`config.mk`:
```
export PLATFORM = sky130hd
export DESIGN_NAME = pc_sequencer
export DESIGN_NICKNAME = d
export VERILOG_FILES = /design/src/rtl/mips_pkg.sv /design/src/rtl/next_pc_target.sv /design/src/rtl/pc_sequencer.sv
export SDC_FILE = /design/constraint.sdc
export NUM_CORES = 1
export LEC_CHECK = 0
export CORE_MARGIN = 1
export CORE_UTILIZATION = 53
export CTS_BUF_LIST = sky130_fd_sc_hd__clkbuf_8
export DETAILED_ROUTE_END_ITERATION = 8
export GPL_TIMING_DRIVEN = 0
export MAX_ROUTING_LAYER = met4
export PLACE_DENSITY = 0.86
export SYNTH_ARGS = -nofsm -noshare
export SYNTH_HDL_FRONTEND = slang
export SYNTH_SLANG_ARGS = --single-unit
```
`constraint.sdc`:
```
create_clock -name clk -period 4 [get_ports clk]
set_input_delay 0.8 -clock clk [delete_from_list [all_inputs] [get_ports clk]]
set_output_delay 0.8 -clock clk [all_outputs]
set_load 0.1 [all_outputs]
```
`src/rtl/mips_pkg.sv`:
```
// Shared fetch-stage definitions: sequencer states, address constants and the
// jump-target concatenator used wherever a J/JAL target is formed.
package mips_pkg;

  typedef enum logic [1:0] {
    BOOT = 2'd0,
    RUN  = 2'd1,
    HOLD = 2'd2
  } state_e;

  localparam int WORD_BYTES      = 4;
  localparam int JUMP_REGION_MSB = 31;
  localparam int JUMP_REGION_LSB = 28;

  localparam logic [31:0] RESET_VECTOR = 32'hBFC0_0000;
  localparam logic [31:0] EXC_VECTOR   = 32'h8000_0180;

  // J/JAL stay inside the 256 MB region of the delay-slot instruction.
  function automatic logic [31:0] jump_concat(input logic [31:0] pc4,
                                              input logic [25:0] index);
    return {pc4[JUMP_REGION_MSB:JUMP_REGION_LSB], index, 2'b00};
  endfunction

endpackage

```
`src/rtl/next_pc_target.sv`:
```
// Combinational redirect selection: priority mux jump_reg > jump > branch,
// plus misaligned jump-register detection.
import mips_pkg::*;

module next_pc_target (
  input  logic [31:0] redir_pc4,
  input  logic        branch_taken,
  input  logic [31:0] branch_offset,
  input  logic        jump,
  input  logic [25:0] jump_index,
  input  logic        jump_reg,
  input  logic [31:0] jump_reg_addr,
  output logic        redirect,
  output logic [31:0] target,
  output logic        misaligned
);

  always_comb begin
    redirect   = 1'b0;
    misaligned = 1'b0;
    target     = redir_pc4;
    if (jump_reg) begin
      redirect   = 1'b1;
      misaligned = |jump_reg_addr[1:0];
      target     = misaligned ? EXC_VECTOR : jump_reg_addr;
    end else if (jump) begin
      redirect = 1'b1;
      target   = jump_concat(redir_pc4, jump_index);
    end else if (branch_taken) begin
      redirect = 1'b1;
      target   = redir_pc4 + (branch_offset << 2);
    end
  end

endmodule

```
`src/rtl/pc_sequencer.sv`:
```
// Fetch-stage PC sequencer: holds the PC, issues fetch requests and parks a
// redirect in a pending register until the current fetch is accepted.
import mips_pkg::*;

module pc_sequencer (
  input  logic        clk,
  input  logic        rst,
  input  logic        stall,
  input  logic        fetch_ack,
  input  logic [31:0] redir_pc4,
  input  logic        branch_taken,
  input  logic [31:0] branch_offset,
  input  logic        jump,
  input  logic [25:0] jump_index,
  input  logic        jump_reg,
  input  logic [31:0] jump_reg_addr,
  output logic [31:0] pc,
  output logic        fetch_req,
  output logic [31:0] pc_plus4,
  output logic        redirect_taken,
  output logic        addr_error,
  output state_e      state_dbg
);

  // Handshake: fetch_req is valid, fetch_ack is ready; a fetch completes on an
  // edge with both high and stall low, and pc is frozen while fetch_req waits.
  state_e      state_q, state_d;
  logic [31:0] pc_q, pc_d;
  logic [31:0] pend_q, pend_d;
  logic        redir_q, redir_d;
  logic        err_q, err_d;

  logic        redirect;
  logic        misaligned;
  logic [31:0] target;
  logic        advance;

  next_pc_target u_target (
    .redir_pc4     (redir_pc4),
    .branch_taken  (branch_taken),
    .branch_offset (branch_offset),
    .jump          (jump),
    .jump_index    (jump_index),
    .jump_reg      (jump_reg),
    .jump_reg_addr (jump_reg_addr),
    .redirect      (redirect),
    .target        (target),
    .misaligned    (misaligned)
  );

  assign advance = fetch_ack & ~stall;

  always_comb begin
    state_d = state_q;
    pc_d    = pc_q;
    pend_d  = pend_q;
    redir_d = 1'b0;
    err_d   = 1'b0;
    case (state_q)
      BOOT: state_d = RUN;
      RUN: begin
        err_d = redirect & misaligned;
        if (redirect && advance) begin
          pc_d    = target;
          redir_d = 1'b1;
        end else if (redirect) begin
          pend_d  = target;
          state_d = HOLD;
        end else if (advance) begin
          pc_d = pc_q + 32'(WORD_BYTES);
        end
      end
      HOLD: begin
        err_d = redirect & misaligned;
        // A redirect resolving in the releasing cycle is the newest one and wins.
        if (advance) begin
          pc_d    = redirect ? target : pend_q;
          pend_d  = '0;
          redir_d = 1'b1;
          state_d = RUN;
        end else if (redirect) begin
          pend_d = target;
        end
      end
      default: state_d = BOOT;
    endcase
  end

  always_ff @(posedge clk or posedge rst) begin
    if (rst) begin
      state_q <= BOOT;
      pc_q    <= RESET_VECTOR;
      pend_q  <= '0;
      redir_q <= 1'b0;
      err_q   <= 1'b0;
    end else begin
      state_q <= state_d;
      pc_q    <= pc_d;
      pend_q  <= pend_d;
      redir_q <= redir_d;
      err_q   <= err_d;
    end
  end

  assign pc             = pc_q;
  assign pc_plus4       = pc_q + 32'(WORD_BYTES);
  assign fetch_req      = (state_q != BOOT);
  assign redirect_taken = redir_q;
  assign addr_error     = err_q;
  assign state_dbg      = state_q;

endmodule

```
* Word-level counts from Yosys, hierarchy flattened
Cells that the tools add are included.
Widths: inputs -> output; s select.
** Cells by class
- Mux-type cells :: 25
- Bitwise gates (word level) :: 3
- Shift operators :: 0
- Order comparisons :: 0
- Equality and inequality tests :: 7
- Div/mod/pow operators :: 0
- Reduce and logical (&&, ||, !) cells :: 9
- Multiply operators :: 0
- Add/sub/neg operators :: 2
** Operators with widths (count)
- $mux 32 :: 11
- $pmux 32 s2 :: 2
- $add 32x3->32 const B :: 1
- $add 32x32->32 :: 1
- $mux 1 :: 7
- $mux 2 :: 3
- $ne 2x2->1 const B :: 3
- $ne 3x3->1 const B :: 2
- $pmux 2 s3 :: 1
- $reduce_and 4->1 :: 1
- $reduce_bool 2->1 :: 2
- $reduce_or 2->1 :: 2
- $reduce_and 3->1 :: 1
- $and 1x1->1 :: 2
- $eq 2x1->1 const B :: 1
- $eq 2x2->1 const B :: 1
- $logic_not 2->1 :: 1
- $pmux 1 s2 :: 1
- $reduce_and 2->1 :: 1
- $logic_and 1x1->1 :: 1
- $not 1->1 :: 1
** Storage, ports and cells
- Bits in read-only memories :: 0
- Output and inout bits :: 69
- Bits in latches :: 0
- Bits in registers :: 68
- Memory bits (writable) :: 0
- Bits of input ports :: 129
- Memories kept :: 0

* Logic depth before layout (Yosys ltp)
Gate-level depths: netlist of run 1.
- Depth in word-level cells :: 7
- Gate-level depth with buffers :: 13
- Mapped depth without buffers :: 13

* Cells and area by module
A second synthesis of run 1 with hierarchy kept.
** Second synthesis, totals
- Cells, all modules :: 749
- Area total of the unflattened synthesis :: 6119.6 µm²
** Modules (own cells, without submodules)
- pc_sequencer :: sequential area each 1712.9 µm², cells each 414, instances 1, area each 3916.3 µm²
- next_pc_target :: sequential area each 0.0 µm², cells each 335, instances 1, area each 2203.4 µm²

* Worst setup path before layout of run 1
Ideal clock, no wire load.
- Path kind :: reg-to-output
- Start point :: register pc_q[5] (netlist: pc[5])
- End point :: output pc_plus4[22]
- Buffers on the path :: 0
- Arrival :: 3.964 ns
- Required time :: 3.200 ns
- Slack :: -0.764 ns
- Stages on the path, launching flop included :: 8
- Path through :: dfrtp_1 and3_1 and3_1 nand3_1 or2_2 nor2_1 nand3_1 xnor2_1
** On the way
- Cells in the longest elaborated chain, start to end :: 1
** Ends and longest elaborated chain
- start, declared :: RTL line pc_sequencer.sv:28 : logic [31:0] pc_q, pc_d;
- start signal, assigned :: RTL line pc_sequencer.sv:98 : pc_q <= pc_d;
- $add 32x3->32 :: RTL line pc_sequencer.sv:106 : assign pc_plus4 = pc_q + 32'(WORD_BYTES);
- end, declared :: RTL line pc_sequencer.sv:19 : output logic [31:0] pc_plus4,
Every way passes these cells.

* Worst setup path in the final report of run 1
- Start point :: input redir_pc4[20]
- End point :: register pc_q[25] (netlist: pc[25])
** On the way
- Cells in the longest elaborated chain, start to end :: 7
- Elaborated cells between the ends (all ways) :: 8
- Those cells by class :: 1 x add/sub; 7 x mux
** Ends and longest elaborated chain
- start, declared :: RTL line pc_sequencer.sv:10 : input logic [31:0] redir_pc4,
- $add 32x32->32 (*) :: RTL line next_pc_target.sv:31 : target = redir_pc4 + (branch_offset << 2);
- $mux 32 (*) :: RTL line next_pc_target.sv:29 : end else if (branch_taken) begin
- $mux 32 (*) :: RTL line next_pc_target.sv:26 : end else if (jump) begin
- $mux 32 (*) :: RTL line next_pc_target.sv:22 : if (jump_reg) begin
- $mux 32
- $mux 32 :: RTL line pc_sequencer.sv:76 : if (advance) begin
- $pmux 32 s2 (*) :: RTL line pc_sequencer.sv:59 : case (state_q)
Mark *: on every way between the ends. The rest lies on a longest branch, timed or not. The select of a mux whose other input is x is not followed.
A chain may end at the register's enable or synchronous reset.

==> results of run 1 <==
[placed cells by master, fill, tap and decap left out, types with 19 or more instances in the layout]
cell	Yosys	routed
nor2_1	78	77
xnor2_1	36	19
inv_1	25	24
dfrtp_1	59	59
clkdlybuf4s50_1	0	177
nand2_1	105	105
nor3_1	19	19
a21oi_1	69	67
clkbuf_1	49	49
ha_1	33	33
o21ai_0	69	68
nand3_1	25	25
a21o_1	20	20
[worst max-delay path: stages]
cell	delay [ns]
clkdlybuf4s50_1	0.44
ha_1	0.33
clkbuf_1	0.37
nand4_1	0.18
nor2_1	0.20
nand3_1	0.10
a21oi_1	0.35
nor2_1	0.16
o21ai_0	0.22
xnor2_1	0.11
a2111oi_2	0.61
a21oi_1	0.21
a22oi_1	0.25
[layer usage]
layer	global-route usage [%]	vias to the layer above	part of all wire, %
met2	65.8	552	46
met4	19.8	0	4.1
li1	-	3535	-
met3	8.59	77	11
met5	-	-	0
met1	52.0	3637	39
[cell type report]
cell class	instances	area (µm²)
multi-input combinational	699	4640
fill	885	2690
timing repair buffer	193	1920
sequential	68	1710
buffer	55	223
tap	143	179
clock buffer	10	138
inverter	25	96.3
clock inverter	6	63.8
[logic make-up after synthesis]
family,Yosys count,share of synthesized area [%]
buffers and inverters,80,4.89
DFF,68,26.5
xor gates and xnor gates,47,6.36
and+or+nand+nor,297,21.2
muxes,13,2.03
AOI/OAI and AO/OA,308,32.3
adders and majority gates,34,6.69
[state kept, by name, summed over array words and instances (netlist names)]
register,flops
state_dbg,2
pc,32
pend_q,32
addr_error,1
redirect_taken,1
[where the power goes]
part / switching (mW) / internal (mW) / leakage, nW / total [mW]
Sequential: 0.339 / 1.02 / 0.843 / 1.36
Combinational: 3.66 / 1.29 / 2.81 / 4.96
Clock: 0.288 / 0.303 / 0.0983 / 0.591
[metrics by stage]
stage / cell area, µm² / setup WS, ns / hold slack (ns) / utilization (%)
floorplan: 6650 / -0.215 / 0.445 / -
global placement: 8760 / -0.701 / 0.457 / 75.1
detailed placement: 8770 / -0.697 / 0.468 / 75.2
CTS: 8970 / 0.0314 / 0.485 / 76.9
global route: 8970 / -0.0488 / 0.502 / 76.9
finish: 8970 / -0.0601 / 0.486 / 76.9
[worst max path at each step]
stage / start / to / slack (ns)
5_1_grt: redir_pc4[20] / pc[25]$_DFFE_PP1P_ / -0.05
3_5_place_dp: redir_pc4[18] / pc[25]$_DFFE_PP1P_ / -0.70
2_1_floorplan: pc[5]$_DFFE_PP0P_ / pc_plus4[22] / -0.22
6_report: redir_pc4[20] / pc[25]$_DFFE_PP1P_ / -0.06
3_3_place_gp: redir_pc4[18] / pc[25]$_DFFE_PP1P_ / -0.70
4_1_cts: pc[2]$_DFFE_PP0P_ / pc_plus4[22] / 0.03
[what timing repair did]
action,CTS,global route
gates resized for setup,44,13
buffers inserted,0,0
endpoints found under the setup margin,17,17
==> results.md, run 1 <==
- Outcome: finished with violations
- Failing checks: setup timing
- Max-cap violations: 0
- Via count: between 7000 and 8000
- Crit start category: input pin
- Inst Count DP: 1183
- Die area: 12700 µm²
- Clock-pin slew on the worst setup and hold paths: about 0.080 ns
- CTS tree: built
- Post-CTS Hold Buffers: 0
- Power Dens Cells: slightly below 800 nW/µm²
- Syn_nets: 1010
- Final worst slack: -0.0601 ns
- TritonRoute pass-1 iters: 6
- Unrepaired setup endpoints after global routing: yes
- Hold Path Origin: pend_q[24]$_DFFE_PP0P_
- Critical path peak fanout: 10
- Share of post-route cells with drive strength above 1: 7.77%
- Grt ovf: 0
- Hold Path Depth: 2
- Netlist cell types: 75
- Largest area contributor in the netlist: dfrtp_1
- Arr. time, crit path: around 4.4 ns
- Dpl hpwl: ~20 mm
- Chip Height: 112 µm
- # DRC: 0
- Reg-to-Reg End: pc[29]$_DFFE_PP1P_
- Worst reg2reg path startpoint: state_dbg[0]$_DFFE_PP0P_
- Asr flop ratio synth: 100%
- First-pass GRT wire length: approximately 40 mm
- Cell row count: 39
- Finished Layout Cells: about 1200
- DR iter-0 viols: 876
- H-tree levels: 3
- Starting density of the core: 55.5%
- Synth warn: 0
- Mean post-synth cell area: between 7 and 8 µm²
- Register bit count reported by yosys: 68
- Most frequent cells after synthesis: nand2_1, nor2_1, a21oi_1, o21ai_0, dfrtp_1
- Port bufs: around 190
- Ys flop type: dfrtp_1
- Top Ports: 198
- R2R cell count: 11
- Final slew viol count: 0
- F_max: roughly 250 MHz
- WL/cell: around 21 µm
- Largest net degree at the start of global routing: between 60 and 70
- Total power: 6.91 mW
- Top cells by area, synth: dfrtp_1, ha_1, nand2_1
- WP data required: around 4.3 ns
- CTS Buf Count: 9
- Ant diodes: 0
- Clock latency on the worst-skew pair: roughly 0.37 ns
- Vias in the first global route: between 7000 and 8000
- Yosys top cell area share: 22.8%
- GPL Wtd Cong: roughly 1.0
- Cell with the most instances after synthesis: nand2_1
- Leakage: ~3.8 nW
- Core area: about 12000 µm²
- Reg2reg setup slack: ~1.1 ns
- Mapped Area: 6470 µm²
- Max_slew headroom: about a third
- EDFF count, synth: 0
- GRT Resource Usage Total: 42.0%
- Fin crit share: 102%
- CTS Root Cell: clkbuf_8
- Hold endpoint: pend_q[24]$_DFFE_PP0P_
- Clock Skew: 0.0122 ns
- Hold crit path type: flop to flop
- Fin. Hold Viols: 0
- Crit path capture type: flop
- Drt total wl: 25.4 mm
- Max clock buf depth: 2
- Initial antenna violation count: 0
- Post-DRT Antenna Nets: 0
- Tmin final: around 4 ns
- NumNets Final: 1214
- Setup Viol. Count Final: 2
- CP Class: input pin to flop
- Peak VDD IR: 420 µV
- Die Wd: 112 µm
- Vias per inst: roughly 6.5
- Setup TNS: -0.108 ns
- Worst-Margin Slew: between 0.9 and 1 ns
- Post-synthesis instance total: around 850
- Syn-to-layout area delta: 38.7%
- Clock sink count: 68
- Sequential cell area fraction in the yosys report: a little over a quarter
(Power assumes the default switching activity.)
==> run 2: changes to the inputs <==
- SLEW_MARGIN: default -> 20
==> results.md, run 2 (synthesized netlist as in run 1, its figures left out) <==
- Hold crit path type: flop to flop (unchanged)
- Fin. Hold Viols: 0 (unchanged)
- Clock-pin slew on the worst setup and hold paths: 0.08 ns (about the same)
- Outcome: finished, final reports clean (was finished with violations)
- Unrepaired setup endpoints after global routing: no (was yes)
- # DRC: 0 (unchanged)
- TritonRoute pass-1 iters: 6 (unchanged)
- Grt ovf: 0 (unchanged)
- Chip Height: 112 µm (unchanged)
- H-tree levels: 3 (unchanged)
- Port bufs: 193 (unchanged)
- Max_slew headroom: 34.3% (was 34.5%)
- CTS Buf Count: 9 (unchanged)
- Syn-to-layout area delta: 39.0% (was 38.7%)
- Clock latency on the worst-skew pair: 0.37 ns (about the same)
- Drt total wl: 25.2 mm (was 25.4 mm)
- Slowest-stage cell, CP: a2111oi_2 (unchanged)
- Final slew viol count: 0 (unchanged)
- Worst path bufs/invs: 1 (was 2)
- Leakage: 3.77 nW (was 3.75 nW)
- CTS Root Cell: clkbuf_8 (unchanged)
- NumNets Final: 1213 (was 1214)
- Die Wd: 112 µm (unchanged)
- Fin crit share: 97.7% (was 102%)
- CP peak stage delay: 0.58 ns (was 0.61 ns)
- First-pass GRT wire length: 38.8 mm (was 39.6 mm)
- Tmin final: 3.91 ns (was 4.06 ns)
- Vias per inst: 6.45 (was 6.51)
- Core area: 11700 µm² (unchanged)
- Crit path max-delay family: compound AO/OA/AOI/OAI gates (unchanged)
- Setup Viol. Count Final: 0 (was 2)
- WHS: 0.489 ns (was 0.486 ns)
- GRT Resource Usage Total: 41.5% (was 42.0%)
- Top Ports: 198 (unchanged)
- Arr. time, crit path: 4.19 ns (was 4.35 ns)
- Vias in the first global route: 7207 (was 7256)
- Via count: 7723 (was 7801)
- Ant diodes: 0 (unchanged)
- WP data required: 4.28 ns (was 4.29 ns)
- Largest net degree at the start of global routing: 39 (was 69)
- Post-DRT Antenna Nets: 0 (unchanged)
- Most frequent cells in the layout: clkdlybuf4s50_1, nand2_1, nor2_1 (unchanged)
- Crit start category: input pin (unchanged)
- Share of post-route cells with drive strength above 1: 7.87% (was 7.77%)
- Power Dens Cells: 767 nW/µm² (was 770 nW/µm²)
- Starting density of the core: 55.5% (unchanged)
- Clock sink count: 68 (unchanged)
- F_max: 256 MHz (was 246 MHz)
- Clock Skew: 0.00754 ns (was 0.0122 ns)
- Critical path peak fanout: 4 (was 10)
- Crit path cell chain: clkdlybuf4s50_1 > ha_1 > and2_4 > a221o_1 > a31oi_4 > a21oi_1 > nor2_1 > o21ai_0 > xnor2_1 > a2111oi_2 > a21oi_1 > a22oi_1 (was clkdlybuf4s50_1 > ha_1 > clkbuf_1 > nand4_1 > nor2_1 > nand3_1 > a21oi_1 > nor2_1 > o21ai_0 > xnor2_1 > a2111oi_2 > a21oi_1 > a22oi_1)
- CTS tree: built (unchanged)
- Max-cap violations: 0 (unchanged)
- Dpl hpwl: 20.0 mm (was 19.9 mm)
- Worst-Margin Slew: 0.982 ns (was 0.979 ns)
- DR iter-0 viols: 929 (was 876)
- GPL Wtd Cong: 1.03 (unchanged)
- Crit path capture type: flop (unchanged)
- Die area: 12700 µm² (unchanged)
- CP most frequent cell: a21oi_1
- Initial antenna violation count: 0 (unchanged)
- Max clock buf depth: 2 (unchanged)
- WL/cell: 21.0 µm (was 21.2 µm)
- Post-CTS Hold Buffers: 0 (unchanged)
- Commonest non-fill, non-tap cell in the layout: clkdlybuf4s50_1 (unchanged)
- Total power: 6.90 mW (was 6.91 mW)
- Peak VDD IR: 432 µV (was 420 µV)
- Cell row count: 39 (unchanged)
- CP Class: input pin to flop (unchanged)
-- run 2: routing by layer --
| layer | global-route usage, % | share of wire (%) | up-vias |
|---|---|---|---|
| met5 | - | 0 | - |
| li1 | - | - | 3537 |
| met2 | 65.7 | 45 | 569 |
| met1 | 50.5 | 38 | 3529 |
| met4 | 19.9 | 4.7 | 0 |
| met3 | 8.59 | 11 | 88 |
-- run 2: path summary, 6_finish.rpt --
| kind | from | to | slack [ns] | cells past startpoint |
|---|---|---|---|---|
| max | redir_pc4[7] | pc[25]$_DFFE_PP1P_ | 0.09 | 12 |
| min | pend_q[7]$_DFFE_PP0P_ | pend_q[7]$_DFFE_PP0P_ | 0.49 | 2 |
| max reg2reg | state_dbg[0]$_DFFE_PP0P_ | pc[29]$_DFFE_PP1P_ | 1.16 | 11 |
| min reg2reg | pend_q[7]$_DFFE_PP0P_ | pend_q[7]$_DFFE_PP0P_ | 0.49 | 2 |
| max in group asynchronous | rst | pc[24]$_DFFE_PP1P_ | 2.60 | 3 |
| min in group asynchronous | rst | state_dbg[0]$_DFFE_PP0P_ | 0.79 | 2 |
-- run 2: cell type report --
| type | instances | area [µm²] |
|---|---|---|
| timing repair buffer | 194 | 1940 |
| clock inverter | 6 | 63.8 |
| tap | 143 | 179 |
| inverter | 25 | 96.3 |
| sequential | 68 | 1710 |
| fill | 907 | 2670 |
| multi-input combinational | 699 | 4650 |
| clock buffer | 10 | 138 |
| buffer | 53 | 216 |
-- run 2: metrics by stage --
step                util [%]  setup TNS (ns)  area [µm²]  setup WS, ns  cells
floorplan                  -          -0.361        6650        -0.215    847
global route            77.1               0        8990       0.00315   1198
global placement        75.1           -2.92        8760        -0.701   1183
finish                  77.1               0        8990        0.0914   1198
CTS                     77.1         -0.0128        8990       -0.0128   1200
detailed placement      75.3           -3.19        8790        -0.708   1184
-- run 2: power breakdown --
part	total [mW]	internal [mW]	switching, mW	leakage [nW]
combinational	4.95	1.29	3.65	2.83
sequential	1.36	1.02	0.337	0.843
clock	0.590	0.303	0.286	0.0983
-- run 2: timing repair --
item                                   4_1_cts  5_1_grt
cloned                                       0        0
resized for setup                           41       16
setup endpoints to repair                   17       16
buffers inserted                             0        0
endpoints found under the hold margin        0        0
-- run 2: tightest hold or removal path, cell delays in order (launching register included) --
cell,delay [ns]
dfrtp_1,0.34
nand2_1,0.04
o21ai_0,0.07
